**src/rtl/reg_writeback.sv**
```systemverilog
// Write-back stage for the integer register file: arbitrates ALU results against
// buffered load responses and tracks loads whose results are still outstanding.
module reg_writeback #(
  parameter int LD_DEPTH = 4
) (
  input  logic        i_clk,
  input  logic        i_rst,
  input  logic        i_alu_valid,
  input  logic [4:0]  i_alu_rd,
  input  logic [31:0] i_alu_wd,
  output logic        o_alu_ready,
  input  logic        i_ld_valid,
  input  logic [4:0]  i_ld_rd,
  input  logic [31:0] i_ld_wd,
  output logic        o_ld_ready,
  input  logic        i_iss_load,
  input  logic [4:0]  i_iss_rd,
  input  logic [4:0]  i_chk_rs1,
  input  logic [4:0]  i_chk_rs2,
  input  logic [4:0]  i_chk_rd,
  output logic        o_hazard,
  output logic        o_Wen,
  output logic [4:0]  o_Wnum,
  output logic [31:0] o_Wd
);

  typedef logic [4:0]  reg_t;
  typedef logic [31:0] data_t;

  localparam int PTR_W = (LD_DEPTH > 1) ? $clog2(LD_DEPTH) : 1;
  localparam int CNT_W = PTR_W + 1;

  function automatic logic is_pending(input logic [31:0] pend, input reg_t r);
    return (r != 5'd0) && pend[r];
  endfunction

  reg_t             fifo_rd_q [LD_DEPTH];
  data_t            fifo_wd_q [LD_DEPTH];
  logic [CNT_W-1:0] cnt_q, cnt_d;
  logic [PTR_W-1:0] wr_ptr_q, wr_ptr_d;
  logic [PTR_W-1:0] rd_ptr_q, rd_ptr_d;
  logic [31:0]      pending_q, pending_d;
  logic             wen_q, wen_d;
  reg_t             wnum_q, wnum_d;
  data_t            wd_q, wd_d;

  logic  full, push, pop, alu_win;
  reg_t  head_rd, win_rd;
  data_t head_wd, win_wd;

  always_comb begin
    full    = (cnt_q == CNT_W'(LD_DEPTH));
    push    = i_ld_valid && !full;
    // A full FIFO must drain, otherwise ALU traffic could starve loads forever.
    alu_win = i_alu_valid && !full;
    pop     = (cnt_q != '0) && !alu_win;
    head_rd = fifo_rd_q[rd_ptr_q];
    head_wd = fifo_wd_q[rd_ptr_q];
    win_rd  = alu_win ? i_alu_rd : head_rd;
    win_wd  = alu_win ? i_alu_wd : head_wd;

    wen_d  = (alu_win || pop) && (win_rd != 5'd0);
    wnum_d = wen_d ? win_rd : wnum_q;
    wd_d   = wen_d ? win_wd : wd_q;

    cnt_d    = cnt_q + CNT_W'(push) - CNT_W'(pop);
    wr_ptr_d = push ? wr_ptr_q + PTR_W'(1) : wr_ptr_q;
    rd_ptr_d = pop  ? rd_ptr_q + PTR_W'(1) : rd_ptr_q;

    // Set after clear so a same-register issue keeps the bit pending.
    pending_d = pending_q;
    if (pop)        pending_d[head_rd]  = 1'b0;
    if (i_iss_load) pending_d[i_iss_rd] = 1'b1;
    pending_d[0] = 1'b0;
  end

  assign o_ld_ready  = !full;
  assign o_alu_ready = !full;
  assign o_hazard    = is_pending(pending_q, i_chk_rs1) |
                       is_pending(pending_q, i_chk_rs2) |
                       is_pending(pending_q, i_chk_rd);
  assign o_Wen  = wen_q;
  assign o_Wnum = wnum_q;
  assign o_Wd   = wd_q;

  // ---- register stage: control and write-port outputs ----
  always_ff @(posedge i_clk) begin
    if (i_rst) begin
      cnt_q     <= '0;
      wr_ptr_q  <= '0;
      rd_ptr_q  <= '0;
      pending_q <= '0;
      wen_q     <= 1'b0;
      wnum_q    <= '0;
      wd_q      <= '0;
    end else begin
      cnt_q     <= cnt_d;
      wr_ptr_q  <= wr_ptr_d;
      rd_ptr_q  <= rd_ptr_d;
      pending_q <= pending_d;
      wen_q     <= wen_d;
      wnum_q    <= wnum_d;
      wd_q      <= wd_d;
    end
  end

  // FIFO storage needs no reset; the count decides which entries are live.
  always_ff @(posedge i_clk) begin
    if (push) begin
      fifo_rd_q[wr_ptr_q] <= i_ld_rd;
      fifo_wd_q[wr_ptr_q] <= i_ld_wd;
    end
  end

endmodule

```
**config.mk**
```make
export PLATFORM = sky130hd
export DESIGN_NAME = reg_writeback
export DESIGN_NICKNAME = d
export VERILOG_FILES = /design/src/rtl/reg_writeback.sv
export SDC_FILE = /design/constraint.sdc
export NUM_CORES = 1
export LEC_CHECK = 0
export CORE_MARGIN = 3
export CORE_UTILIZATION = 45
export DETAILED_ROUTE_END_ITERATION = 8
export HOLD_SLACK_MARGIN = 0.08
export PLACE_DENSITY = 0.68
export SETUP_SLACK_MARGIN = 0.02
export SLEW_MARGIN = 20
export SYNTH_ARGS = -nofsm -noshare
export SYNTH_HDL_FRONTEND = slang
export SYNTH_SLANG_ARGS = --single-unit
```
**constraint.sdc**
```tcl
create_clock -name i_clk -period 2.8 [get_ports i_clk]
set_input_delay 0.56 -clock i_clk [delete_from_list [all_inputs] [get_ports i_clk]]
set_output_delay 0.56 -clock i_clk [all_outputs]
set_load 0.05 [all_outputs]
```
# ---- Word-level counts from Yosys, hierarchy flattened
# Memory sizes are Yosys's and may differ from the RTL's. A register that Yosys moved wholly into a read port is not among the register bits.
# Cells that the tools add are included.
dict set report classes {
  add_sub_neg 4
  order_cmp 7
  eq_ne 1
  mux 20
  bitwise_logic 5
  n_reduce_logical 17
}
# operator count
set op_table {}
lappend op_table {{32-bit 2-to-1 mux} 3}
lappend op_table {{32-bit AND} 1}
lappend op_table {{32-bit NOT} 1}
lappend op_table {{32-bit OR} 1}
lappend op_table {{5-bit by 6-bit less-than comparator with 1-bit output (second input constant)} 5}
lappend op_table {{5-bit nonzero test} 4}
lappend op_table {{1-bit binary-select mux with 5-bit select} 3}
lappend op_table {{1-bit demux with 5-bit select} 2}
lappend op_table {{5-bit by 1-bit greater-or-equal comparator with 1-bit output (second input constant)} 2}
lappend op_table {{1-bit logical AND} 9}
lappend op_table {{2-bit 2-to-1 mux} 4}
lappend op_table {{1-bit 2-to-1 mux} 7}
lappend op_table {{5-bit 2-to-1 mux} 1}
lappend op_table {{2-bit by 1-bit adder with 2-bit output (second input constant)} 2}
lappend op_table {{3-bit by 1-bit adder with 3-bit output} 1}
lappend op_table {{3-bit equality test (second input constant)} 1}
lappend op_table {{3-bit nonzero test} 1}
lappend op_table {{3-bit by 1-bit subtractor with 3-bit output} 1}
lappend op_table {{1-bit logical NOT} 2}
lappend op_table {{1-bit OR} 2}
lappend op_table {{1-bit logical OR} 1}
dict set report word_totals {
  regBits 77
  ramBits 148
  inputBits 99
  out_inout_bits 41
  wordCells 64
  mem_count 2
}
# memory depth word_bits rd rd_clocked_by_memory_dff write_ports line_no
set memory_table {}
lappend memory_table {fifo_wd_q 4 32 1 1 1 38} ;# data_t fifo_wd_q [LD_DEPTH];
lappend memory_table {fifo_rd_q 4 5 1 1 1 37} ;# reg_t fifo_rd_q [LD_DEPTH];

# ---- Depth between registers and ports, before layout
dict set report logic_depth {
  word_depth 9
  depth_mapped 11
  ltp_nobuf 10
}

# ---- Worst setup path before layout
# No wires, ideal clock.
dict set report synth_timing {
  path_kind {in2out}
  from {in i_chk_rs2[0]}
  to {out o_hazard}
  arrival_ps 2481
  required_time_ps 2240
  setup_slack_ps -241
  stages 5
  path_buffers 1
  path_cell_list {clkbuf_1 -> mux4_2 -> mux4_2 -> nand2_1 -> o2111ai_1}
}
dict set report synth_between {
  elab_chain_cells 5
  elab_cells_between_ends 6
  cone_classes {mux: 2; bitwise: 2; reduce/logical: 2}
}
# element line_no
set synth_rtl {}
lappend synth_rtl {{start: declaration} 19} ;# input logic [4:0] i_chk_rs2,
lappend synth_rtl {{1-bit binary-select mux with 5-bit select} 34} ;# return (r != 5'd0) && pend[r];
lappend synth_rtl {{1-bit 2-to-1 mux (implied by the code)} 34}
lappend synth_rtl {{1-bit logical AND (*)} 34}
lappend synth_rtl {{1-bit OR (*)} 79} ;# assign o_hazard = is_pending(pending_q, i_chk_rs1) |
lappend synth_rtl {{1-bit OR (*)} 80} ;# is_pending(pending_q, i_chk_rs2) |
lappend synth_rtl {{end: declaration} 21} ;# output logic o_hazard,
# Mark *: on every way between the ends. The rest lies on a longest branch, timed or not. The select of a mux whose other input is x is not followed.

# ---- Worst setup path in the final report
dict set report layout_timing {
  from {reg pending_q[30]}
  to {out o_hazard}
}
dict set report layout_between {
  elab_chain_cells 5
  elab_cells_between_ends 11
  cone_classes {mux: 6; bitwise: 2; reduce/logical: 3}
}
# element line_no
set layout_rtl {}
lappend layout_rtl {{start: declaration} 42} ;# logic [31:0] pending_q, pending_d;
lappend layout_rtl {{start signal: assignment} 100} ;# pending_q <= pending_d;
lappend layout_rtl {{1-bit binary-select mux with 5-bit select} 34}
lappend layout_rtl {{1-bit 2-to-1 mux (implied by the code)} 34}
lappend layout_rtl {{1-bit logical AND} 34}
lappend layout_rtl {{1-bit OR} 79}
lappend layout_rtl {{1-bit OR (*)} 80}
# Marks and branches as above.

==> reports/qor.csv <==
metric,value,unit
postSynth.asyncResetShare,0,
final-setup-viol-count,1,
syn_area,0.00992,mm²
power,11.7,mW
ys_ff_latch,226,
finClkSkew,10.7,ps
cts_root_buffer,clkbuf_16,
ys_types,45,
overflow,0,
worstPathArrival,2300,ps
period_share,1.02,
dp_cells,1091,
drc,0,
powerDensity,927,mW/mm²
routabilityCongestion,0.886,
worstHoldEndpoint,o_Wd[2],
yosysWarningCount,0,
maxSlewViolCount,0,
hold_path_class,reg -> reg,
worst_r2r_endpoint,o_Wd[3],
syn_to_final_growth,27.3,%
synth_top_area_share,0.448,
violations,negative setup slack,
track_usage,0.219,
drtIter0Drc,533,
criticalPathCategory,reg -> out,
worst_slew_pin_slew,1030,ps
setup_slack,-59.9,ps
end_kind,primary output,
synth_fp_nets,793,
synth_cells,687,
post-place-ws,-596,ps
fin_cells,1136,
final_core_util,0.591,
antenna_cells,0,
synth-main-ff-cell,edfxtp_1,
fill_cells,1652,
fin_crit,2860,ps
most-common-layout-cells,"148 x edfxtp_1, 125 x clkdlybuf4s50_1, 63 x dfxtp_1, 59 x mux4_2, 47 x nand2_1",
die-area,0.0239,mm²
num_io_pins,140,
fmax,350,MHz
start_kind,register,
grt_max_degree,78,
clockBufferDepth,3,
drive_above_1_share,0.244,
antenna_found_initial,3,
relSlewSlack,0.311,
wirelength,26400,µm
worstSkewPairLatency,510,ps
synth_edf_count,148,
clock_sinks,226,
antenna_left,0,
wire_per_inst,23.2,µm
final_nets,949,
setup-tns-final,-59.9,ps
die-height,154,µm
cts_hold_buf,0,
crit_required,2240,ps
numCtsBuffers,24,
whs,464,ps
grt_pass1_vias,6932,
post-route-cell-area,0.0126,mm²
avgSynthCellArea,14.4,µm²
fp.coreArea,0.0214,mm²
htree_levels,1,
cts_tree,built,
dp_hpwl,18100,µm
leakage,4.32,nW
report.final.hold_viol_count,0,
die-width,154,µm
ir_worst_vdd,0.659,mV
hp-start,o_Wd[2],
drv_cap,0,
grt_first_pass_wirelength,40900,µm
reg2regPathDepth,6,
crit_fanout,4,
portBuffers,139,
placed_area,0.0118,mm²
outcome,finished with violations,
seq_area_frac_synth,0.606,
holdPathStages,2,
synth.area.top_cells,"edfxtp_1 45%, dfxtp_1 16%, mux4_2 13%",
fp-row-count,53,
rsz0062_at_grt,true,
viasPerCell,5.96,
num_vias,6766,
first_pass_iters,5,
initial_utilization,0.464,
yosysTopAreaCell,edfxtp_1,
r2r_slack,220,ps
clk_pin_slew,60,ps
layout_commonest_cell,edfxtp_1,
## area by class of cell
cell class,count,area [µm²],share of cell area
clock buffer,32,661,0.0523
clock inverter,12,109,0.00862
inverter,42,158,0.0125
multi-input combinational,367,3550,0.281
sequential,226,6030,0.477
tap,275,344,0.0273
timing repair buffer,182,1780,0.141
## cells in the mapped netlist, drive strengths merged (2+ instances only)
cell type / number
nand3b: 2
nor2b: 7
ha: 6
dfxtp: 78
nor3b: 8
inv: 42
nor4: 2
o211ai: 2
nand2: 48
nor2: 14
a211oi: 36
mux2i: 8
o21ai: 32
clkbuf: 31
mux2: 3
nand3: 2
mux4: 59
a221oi: 38
nor3: 2
and3b: 2
edfxtp: 148
xnor2: 4
nand2b: 3
and3: 42
buf: 21
a21oi: 33
## state kept, by name, indices dropped and copies added, names as in the netlist, named ones only
| name | flops |
|---|---|
| cnt_q | 3 |
| fifo_rd_q | 20 |
| fifo_wd_q | 128 |
| o_Wd | 32 |
| o_Wen | 1 |
| o_Wnum | 5 |
| pending_q | 31 |
| rd_ptr_q | 2 |
| wr_ptr_q | 2 |
## worst max path at each step
stage / startpoint / depth (start not counted) / end
after floorplan: i_chk_rd[1] / 6 / o_hazard
after global placement: i_chk_rs1[3] / 9 / o_hazard
after detailed placement: i_chk_rs1[3] / 9 / o_hazard
after CTS: pending_q[30] / 7 / o_hazard
after global routing: pending_q[30] / 7 / o_hazard
final: pending_q[30] / 7 / o_hazard
## worst max-delay path, cell delays in order, from the launching register on
cell	delay (ps)
dfxtp_4	360
mux4_2	460
mux2i_1	150
o211ai_1	100
nor4_1	280
buf_4	170
o2111ai_4	90
buf_6	170
## logic make-up after synthesis
| logic type | Yosys count | synth area share |
|---|---|---|
| compound gates | 148 | 0.117 |
| xor+xnor | 5 | 0.00442 |
| fa+ha+maj | 7 | 0.00959 |
| buf+inv | 94 | 0.0445 |
| flops | 226 | 0.606 |
| mux | 70 | 0.145 |
| simple gates | 137 | 0.0732 |
## per-layer routing
| layer | part of all wire | GRT usage |
|---|---|---|
| met5 | 0.0016 | 0 |
| met1 | 0.41 | 0.298 |
| met3 | 0.079 | 0.0464 |
| met4 | 0.027 | 0.0585 |
| met2 | 0.48 | 0.360 |
## power breakdown
part           total, mW  internal, mW  switching (mW)
Combinational       4.31          1.75            2.56
Sequential          4.35          4.08           0.265
Clock               3.04          1.76            1.28
## repair_timing
| action | in CTS | in global routing |
|---|---|---|
| pin swaps | 4 | 5 |
| setup buffers | 1 | 0 |
| endpoints found under the setup margin | 1 | 1 |
| gates resized for setup | 38 | 8 |
No activity file was read; power rests on OpenSTA's default activity.
